File: config.mk
export PLATFORM = sky130hd
export DESIGN_NAME = shift32_sequencer
export DESIGN_NICKNAME = d
export VERILOG_FILES = /design/src/rtl/shift32_seq_pkg.sv /design/src/rtl/shift32_sequencer.sv
export SDC_FILE = /design/constraint.sdc
export NUM_CORES = 1
export LEC_CHECK = 0
export BUFFER_PORTS_ARGS = -buffer_cell sky130_fd_sc_hd__buf_4
export CAP_MARGIN = 15
export CELL_PAD_IN_SITES_DETAIL_PLACEMENT = 0
export CELL_PAD_IN_SITES_GLOBAL_PLACEMENT = 2
export CORE_AREA = 4 4 94 96
export CTS_CLUSTER_SIZE = 16
export DETAILED_ROUTE_END_ITERATION = 10
export DIE_AREA = 0 0 98 100
export GPL_TIMING_DRIVEN = 0
export PLACE_DENSITY_LB_ADDON = 0.1
export SETUP_SLACK_MARGIN = 0.5
export SYNTH_ARGS = -nofsm -noshare
export SYNTH_HDL_FRONTEND = slang
export SYNTH_SLANG_ARGS = --single-unit
export TNS_END_PERCENT = 1
File: constraint.sdc
create_clock -name clk -period 4.88 [get_ports clk]
set_input_delay 0.488 -clock clk [delete_from_list [all_inputs] [get_ports clk]]
set_output_delay 0.488 -clock clk [all_outputs]
set_load 0.02 [all_outputs]
File: src/rtl/shift32_seq_pkg.sv
// Shared definitions for the shift-register command sequencer.
// Op codes match the cmd_op encoding. Mode constants are the {S1,S0} pin values.
// State encoding is used by the sequencer FSM only.
package shift32_seq_pkg;

  typedef enum logic [2:0] {
    OP_LOAD  = 3'b000,
    OP_SHL   = 3'b001,
    OP_SHR   = 3'b010,
    OP_SAR   = 3'b011,
    OP_ROL   = 3'b100,
    OP_ROR   = 3'b101,
    OP_CLEAR = 3'b110,
    OP_RSVD  = 3'b111
  } op_e;

  typedef enum logic [2:0] {
    ST_IDLE  = 3'd0,
    ST_LOAD  = 3'd1,
    ST_SHIFT = 3'd2,
    ST_CLR   = 3'd3,
    ST_DONE  = 3'd4
  } state_e;

  localparam logic [1:0] MODE_HOLD = 2'b00;
  localparam logic [1:0] MODE_SHR  = 2'b01;
  localparam logic [1:0] MODE_SHL  = 2'b10;
  localparam logic [1:0] MODE_LOAD = 2'b11;

endpackage

File: src/rtl/shift32_sequencer.sv
// Sequencer that turns load/shift/rotate/clear commands into per-cycle mode and serial pins of a universal shift register.
// Latency: LOAD/CLEAR done 2 cycles after accept, N-bit shift done N+1 after, amt=0 or reserved op done 1 after.
// Backpressure: cmd_ready is high only when idle; commands offered while busy wait. Optional SHIFT32_SEQ_STATS_EN adds shift_cycles.
module shift32_sequencer
  import shift32_seq_pkg::*;
#(
  parameter int WIDTH = 32,
  parameter int AMT_W = 5
) (
  input  logic             clk,
  input  logic             rst,
  input  logic             cmd_valid,
  output logic             cmd_ready,
  input  logic [2:0]       cmd_op,
  input  logic [AMT_W-1:0] cmd_amt,
  input  logic [WIDTH-1:0] cmd_data,
  input  logic [WIDTH-1:0] q_in,
  output logic             S1,
  output logic             S0,
  output logic             SR,
  output logic             SL,
  output logic [WIDTH-1:0] PData,
  output logic             clear,
  output logic             busy,
  output logic             done,
  output logic             bad_op
`ifdef SHIFT32_SEQ_STATS_EN
  ,
  output logic [31:0]      shift_cycles
`endif
);

  state_e             state_q, state_d;
  op_e                op_q, op_d;
  logic [AMT_W-1:0]   cnt_q, cnt_d;
  logic [WIDTH-1:0]   data_q, data_d;
  logic [1:0]         mode;

  // Only the end bits of Q feed back (fill/rotate); the rest is deliberately ignored.
  logic q_in_unused;
  assign q_in_unused = ^q_in[WIDTH-2:1];

  // State, latched command and remaining step count.
  always_ff @(posedge clk or posedge rst) begin
    if (rst) begin
      state_q <= ST_IDLE;
      op_q    <= OP_LOAD;
      cnt_q   <= '0;
      data_q  <= '0;
    end else begin
      state_q <= state_d;
      op_q    <= op_d;
      cnt_q   <= cnt_d;
      data_q  <= data_d;
    end
  end

  // Next-state: accept in IDLE, count shift steps down to 1, then a single DONE cycle.
  always_comb begin
    state_d = state_q;
    op_d    = op_q;
    cnt_d   = cnt_q;
    data_d  = data_q;
    case (state_q)
      ST_IDLE: begin
        if (cmd_valid) begin
          op_d   = op_e'(cmd_op);
          cnt_d  = cmd_amt;
          data_d = cmd_data;
          case (op_e'(cmd_op))
            OP_LOAD:  state_d = ST_LOAD;
            OP_CLEAR: state_d = ST_CLR;
            OP_RSVD:  state_d = ST_DONE;
            default:  state_d = (cmd_amt == '0) ? ST_DONE : ST_SHIFT;
          endcase
        end
      end
      ST_LOAD:  state_d = ST_DONE;
      ST_CLR:   state_d = ST_DONE;
      ST_SHIFT: begin
        if (cnt_q == AMT_W'(1)) state_d = ST_DONE;
        else                    cnt_d   = cnt_q - AMT_W'(1);
      end
      ST_DONE:  state_d = ST_IDLE;
      default:  state_d = ST_IDLE;
    endcase
  end

  // Output decode: mode/PData/clear from state only; serial pins also look at Q for fill and rotate.
  always_comb begin
    mode      = MODE_HOLD;
    SR        = 1'b0;
    SL        = 1'b0;
    PData     = '0;
    clear     = 1'b0;
    done      = 1'b0;
    bad_op    = 1'b0;
    cmd_ready = 1'b0;
    case (state_q)
      ST_IDLE: cmd_ready = 1'b1;
      ST_LOAD: begin
        mode  = MODE_LOAD;
        PData = data_q;
      end
      ST_CLR:  clear = 1'b1;
      ST_SHIFT: begin
        case (op_q)
          OP_SHL: mode = MODE_SHL;
          OP_SHR: mode = MODE_SHR;
          OP_SAR: begin
            mode = MODE_SHR;
            SR   = q_in[WIDTH-1];
          end
          OP_ROL: begin
            mode = MODE_SHL;
            SL   = q_in[WIDTH-1];
          end
          OP_ROR: begin
            mode = MODE_SHR;
            SR   = q_in[0];
          end
          default: mode = MODE_HOLD;
        endcase
      end
      ST_DONE: begin
        done   = 1'b1;
        bad_op = (op_q == OP_RSVD);
      end
      default: mode = MODE_HOLD;
    endcase
  end

  assign S1   = mode[1];
  assign S0   = mode[0];
  assign busy = ~cmd_ready;

`ifdef SHIFT32_SEQ_STATS_EN
  logic [31:0] shift_cycles_q;

  // Saturating count of cycles spent stepping the shift register.
  always_ff @(posedge clk or posedge rst) begin
    if (rst)
      shift_cycles_q <= '0;
    else if (state_q == ST_SHIFT && shift_cycles_q != 32'hFFFF_FFFF)
      shift_cycles_q <= shift_cycles_q + 32'd1;
  end

  assign shift_cycles = shift_cycles_q;
`endif

endmodule

---- Yosys cells after proc, flatten, opt, wreduce, memory -nomap -nowiden ----
Index checks and enable logic that the tools add are counted.
storage, ports and cells
  register bits after elaboration ......... 43
  logic and storage cells ................. 51
operators by class
  $add $sub $neg .......................... 1
  eq/ne operators ......................... 16
  mux-type cells .......................... 19
  bitwise gates (word level) .............. 1
  reduce and logical (&&, ||, !) cells .... 10
operators by type and width
  kind                                                                    count
  32-bit 2-to-1 mux                                                       1
  3-bit equality test (second input constant)                             6
  3-bit case mux with 3 select lines                                      2
  3-bit by 2-bit equality test with 1-bit output (second input constant)  4
  5-bit 2-to-1 mux                                                        2
  5-bit case mux with 2 select lines                                      1
  3-bit 2-to-1 mux                                                        3
  2-bit case mux with 2 select lines                                      2
  1-bit 2-to-1 mux                                                        7
  3-bit by 1-bit equality test with 1-bit output (second input constant)  2
  3-bit zero test                                                         2
  2-bit != test (second input constant)                                   3
  5-bit by 1-bit equality test with 1-bit output (second input constant)  1
  5-bit zero test                                                         1
  5-bit by 1-bit subtractor with 5-bit output (second input constant)     1
  2-bit AND reduction                                                     2
  2-bit OR reduction                                                      2
  3-bit AND reduction                                                     1
  3-bit OR reduction                                                      1
  1-bit case mux with 2 select lines                                      1
  2-bit nonzero test                                                      1
  1-bit NOT                                                               1

---- Logic depth before layout (Yosys ltp) ----
  depth in word-level cells ............... 5
  gate-level depth with buffers ........... 6
  mapped depth without buffers ............ 6

---- Least setup slack after synthesis ----
OpenSTA, ideal clock, no wires.
  path kind ............................... register to output
  from .................................... register state_q[2]
  to ...................................... output PData[0]
  arrival ................................. 1.322 ns
  data required time ...................... 4.392 ns
  slack ................................... 3.070 ns
  cell stages (with the launch flop) ...... 4
  buffers on the path ..................... 1
  cells stage by stage .................... dfrtp_1 -> nor3b_1 -> clkbuf_1 -> and2_1
on the way
  longest elaborated chain between the ends .. 2
ends and longest elaborated chain
  element                                         line                     RTL
  start, declared                                 shift32_sequencer.sv:33  state_e state_q, state_d;
  start signal, assigned                          shift32_sequencer.sv:51  state_q <= state_d;
  3-bit by 1-bit equality test with 1-bit output  shift32_sequencer.sv:99  case (state_q)
  32-bit 2-to-1 mux                               shift32_sequencer.sv:99
  end, declared                                   shift32_sequencer.sv:22  output logic [WIDTH-1:0] PData,
No other way between the ends.

---- Final worst setup path ----
  from .................................... register state_q[0]
  to ...................................... output PData[13]
Same word-level chain as after synthesis.

==> flow_metrics.env <==
export IMPL_arrival_ps=2230
export IMPL_synth_compound_area_frac=0.0843
export IMPL_synth_cell_types=38
export IMPL_timing_rr_start="state_q[2]"
export IMPL_yosys_area_share_simple=0.182
export IMPL_path_delay_family="simple AND/OR/NAND/NOR gates"
export IMPL_rr_worst_depth=4
export IMPL_insertedDiodeCount=0
export IMPL_rows=33
export IMPL_cp_slowest_cell="nor3b_1"
export IMPL_antenna_found_initial=0
export IMPL_path_cells="nor3b_1, clkbuf_1, and2_1, buf_4"
export IMPL_maxUsedRoutingLayer="met4"
export IMPL_synth_area_per_cell_um2=11.8
export IMPL_gp_congestion=0.707
export IMPL_p_int_w=0.00105
export IMPL_fin_tns_setup_ps=0
export IMPL_cts_buffer_depth=2
export IMPL_timing_rr_end="op_q[2]"
export IMPL_cts_resized=0
export IMPL_synthAdderAreaFrac=0.0115
export IMPL_min_period_over_period=0.557
export IMPL_cp_max_fo=10
export IMPL_viasPerCell=4.46
export IMPL_p_leak_nw=1.43
export IMPL_hpwl_um=4360
export IMPL_cp_required_ps=4390
export IMPL_start_util=0.271
export IMPL_status="finished, final reports clean"
export IMPL_wl_met1_um=2390
export IMPL_cts_hold_buf=0
export IMPL_drc=0
export IMPL_wl_met3_um=263
export IMPL_drt_initial_drc_count=26
export IMPL_finalHoldViolCount=0
export IMPL_crit_buf_inv=2
export IMPL_rsz0062_at_grt="no"
export IMPL_numPortBuffers=85
export IMPL_routed_wl_um=5620
export IMPL_grt_start_max_net_pins=34
export IMPL_io_pins=116
export IMPL_grt_pass1_wl_um=9070
export IMPL_synth_top_area_frac=0.493
export IMPL_grt_pass1_vias=1792
export IMPL_finClkSkew_ps=8.48
export IMPL_start_kind="flop"
export IMPL_syn_area_mm2=0.00218
export IMPL_htreeDepth=2
export IMPL_ys_flop_type="dfrtp_1"
export IMPL_p_comb_frac=0.404
export IMPL_gr_total_overflow=0
export IMPL_max_freq_mhz=368
export IMPL_met2_length_um=2900
export IMPL_synth_top_family_by_area="simple AND/OR/NAND/NOR gates"
export IMPL_power_frac_seq=0.408
export IMPL_synth_mux_area_frac=0.181
export IMPL_yosys_warnings=0
export IMPL_clkPwrFrac=0.189
export IMPL_async_flop_share=1.00
export IMPL_drive_above_1_share=0.513
export IMPL_path_class="reg2out"
export IMPL_synthCells=185
export IMPL_fill_cells=822
export IMPL_drv_cap=0
export IMPL_dr_pass1_iters=4
export IMPL_holdCritPathClass="in2async"
export IMPL_vias=1712
export IMPL_ys_seq_area_frac=0.493
export IMPL_cts_tree="done"
export IMPL_switching_share=0.329
export IMPL_synth_edff_count=0
export IMPL_syn_to_final_growth_pct=41.8
export IMPL_numCtsBuffers=5
export IMPL_place_ws_ps=2410
export IMPL_core_area_mm2=0.00805
export IMPL_final_core_utilization=0.384
export IMPL_rrSetupSlack_ps=2830
export IMPL_ir_drop_v=0.000157
export IMPL_insertion_delay_ps=300
export IMPL_avgRoutedWirePerCell_um=14.6
export IMPL_relSlewSlack=0.419
export IMPL_yosys_top_cells_area="dfrtp_1 (49%), mux2_2 (18%), and2_1 (9.5%), buf_6 (2.1%), a21oi_1 (1.6%)"
export IMPL_final_nets=355
export IMPL_synth_top_area_cell="dfrtp_1"
export IMPL_timing_final_ws_setup_ps=2160
export IMPL_clock_sinks=43
export IMPL_max_stage_delay_ps=750
export IMPL_synth_seq_cells=43
export IMPL_die_h_um=100
export IMPL_synth_xor_area_frac=0.00803
export IMPL_grt_use_total=0.118
export IMPL_synth_fp_nets=262
export IMPL_setup_violations_final=0
export IMPL_final_antenna_net_count=0
export IMPL_min_period_ps=2720
export IMPL_path_clk_slew_ps=90
export IMPL_cts_setup_buffers=0
export IMPL_yosysMostFrequentCell="dfrtp_1"
export IMPL_fp_dieW_um=98
export IMPL_p_per_area_mw_per_mm2=509
export IMPL_tightest_slew_ps=869
export IMPL_end_kind="output pin"
export IMPL_synthTopCellsByCount="dfrtp_1 (43), mux2_2 (35), and2_1 (33), a21oi_1 (7)"
export IMPL_drv_slew=0
export IMPL_p_switching_w=0.000518
export IMPL_die_area_mm2=0.00980
export IMPL_cts_root_buf="clkbuf_8"
==> layout make-up <==
class | count | area [um^2] | area share
timing repair buffer | 86 | 658 | 0.213
multi-input combinational | 129 | 1020 | 0.329
clock inverter | 2 | 38.8 | 0.0125
clock buffer | 6 | 82.6 | 0.0267
sequential | 43 | 1080 | 0.348
tap | 105 | 131 | 0.0425
inverter | 4 | 15.0 | 0.00486
buffer | 9 | 71.3 | 0.0231
==> state kept, by name (all words and copies together), names as in the netlist <==
signal / flops
cnt_q: 5
state_q: 3
data_q: 32
op_q: 3
==> power by group through the flow <==
stage / combinational [W] / sequential (W) / clock (W)
detailed placement: 0.000648 / 0.000653 / 0
floorplan: 0.000481 / 0.000617 / 0
global placement: 0.000644 / 0.000646 / 0
CTS: 0.000648 / 0.000645 / 0.000313
finish: 0.000635 / 0.000641 / 0.000297
global route: 0.000702 / 0.000672 / 0.000328
==> cell usage in the layout, fill, tap and decap left out, types with 2 or more instances in the layout <==
cell type / n
buf_6: 4
o21bai_1: 2
nor3b_1: 2
nor2b_1: 2
nand3_1: 3
clkbuf_8: 6
clkbuf_1: 3
nor2_1: 4
dfrtp_1: 43
ha_1: 2
nand2b_1: 2
and2_1: 33
a21oi_1: 7
xnor2_1: 2
inv_1: 3
nor3_1: 4
o211ai_1: 3
or2_2: 2
o21ai_0: 4
buf_4: 87
mux2_2: 35
a2111oi_0: 2
nand2_1: 4
==> layer usage <==
layer | vias to the layer above | track usage
met2 | 38 | 0.206
met3 | 5 | 0.0354
met1 | 836 | 0.141
met4 | 0 | 0.0319
li1 | 833 | -
met5 | - | 0
==> worst max path at each step <==
stage / from / to / slack (ps) / cells after the start
after floorplan: state_q[2] / PData[0] / 3070 / 3
after global placement: state_q[2] / PData[0] / 2360 / 4
after detailed placement: state_q[0] / PData[0] / 2410 / 4
after CTS: state_q[2] / PData[0] / 2070 / 4
after global routing: state_q[0] / PData[21] / 1950 / 4
final: state_q[0] / PData[13] / 2160 / 4
==> kinds of logic after synthesis <==
group	count (synthesis)
mux	35
flops	43
xor+xnor	2
fa+ha+maj	2
simple gates	64
compound gates	26
buf+inv	13
==> metrics by stage <==
step                area (um^2)  std cells  hold WS [ps]  total power [W]
CTS                        3090        384           120          0.00161
global placement           2950        375           480          0.00129
floorplan                  2180        185           472          0.00110
detailed placement         2970        376           452          0.00130
finish                     3090        384           118          0.00157
global route               3090        384           111          0.00170
Power figures use the tool's default switching activity.
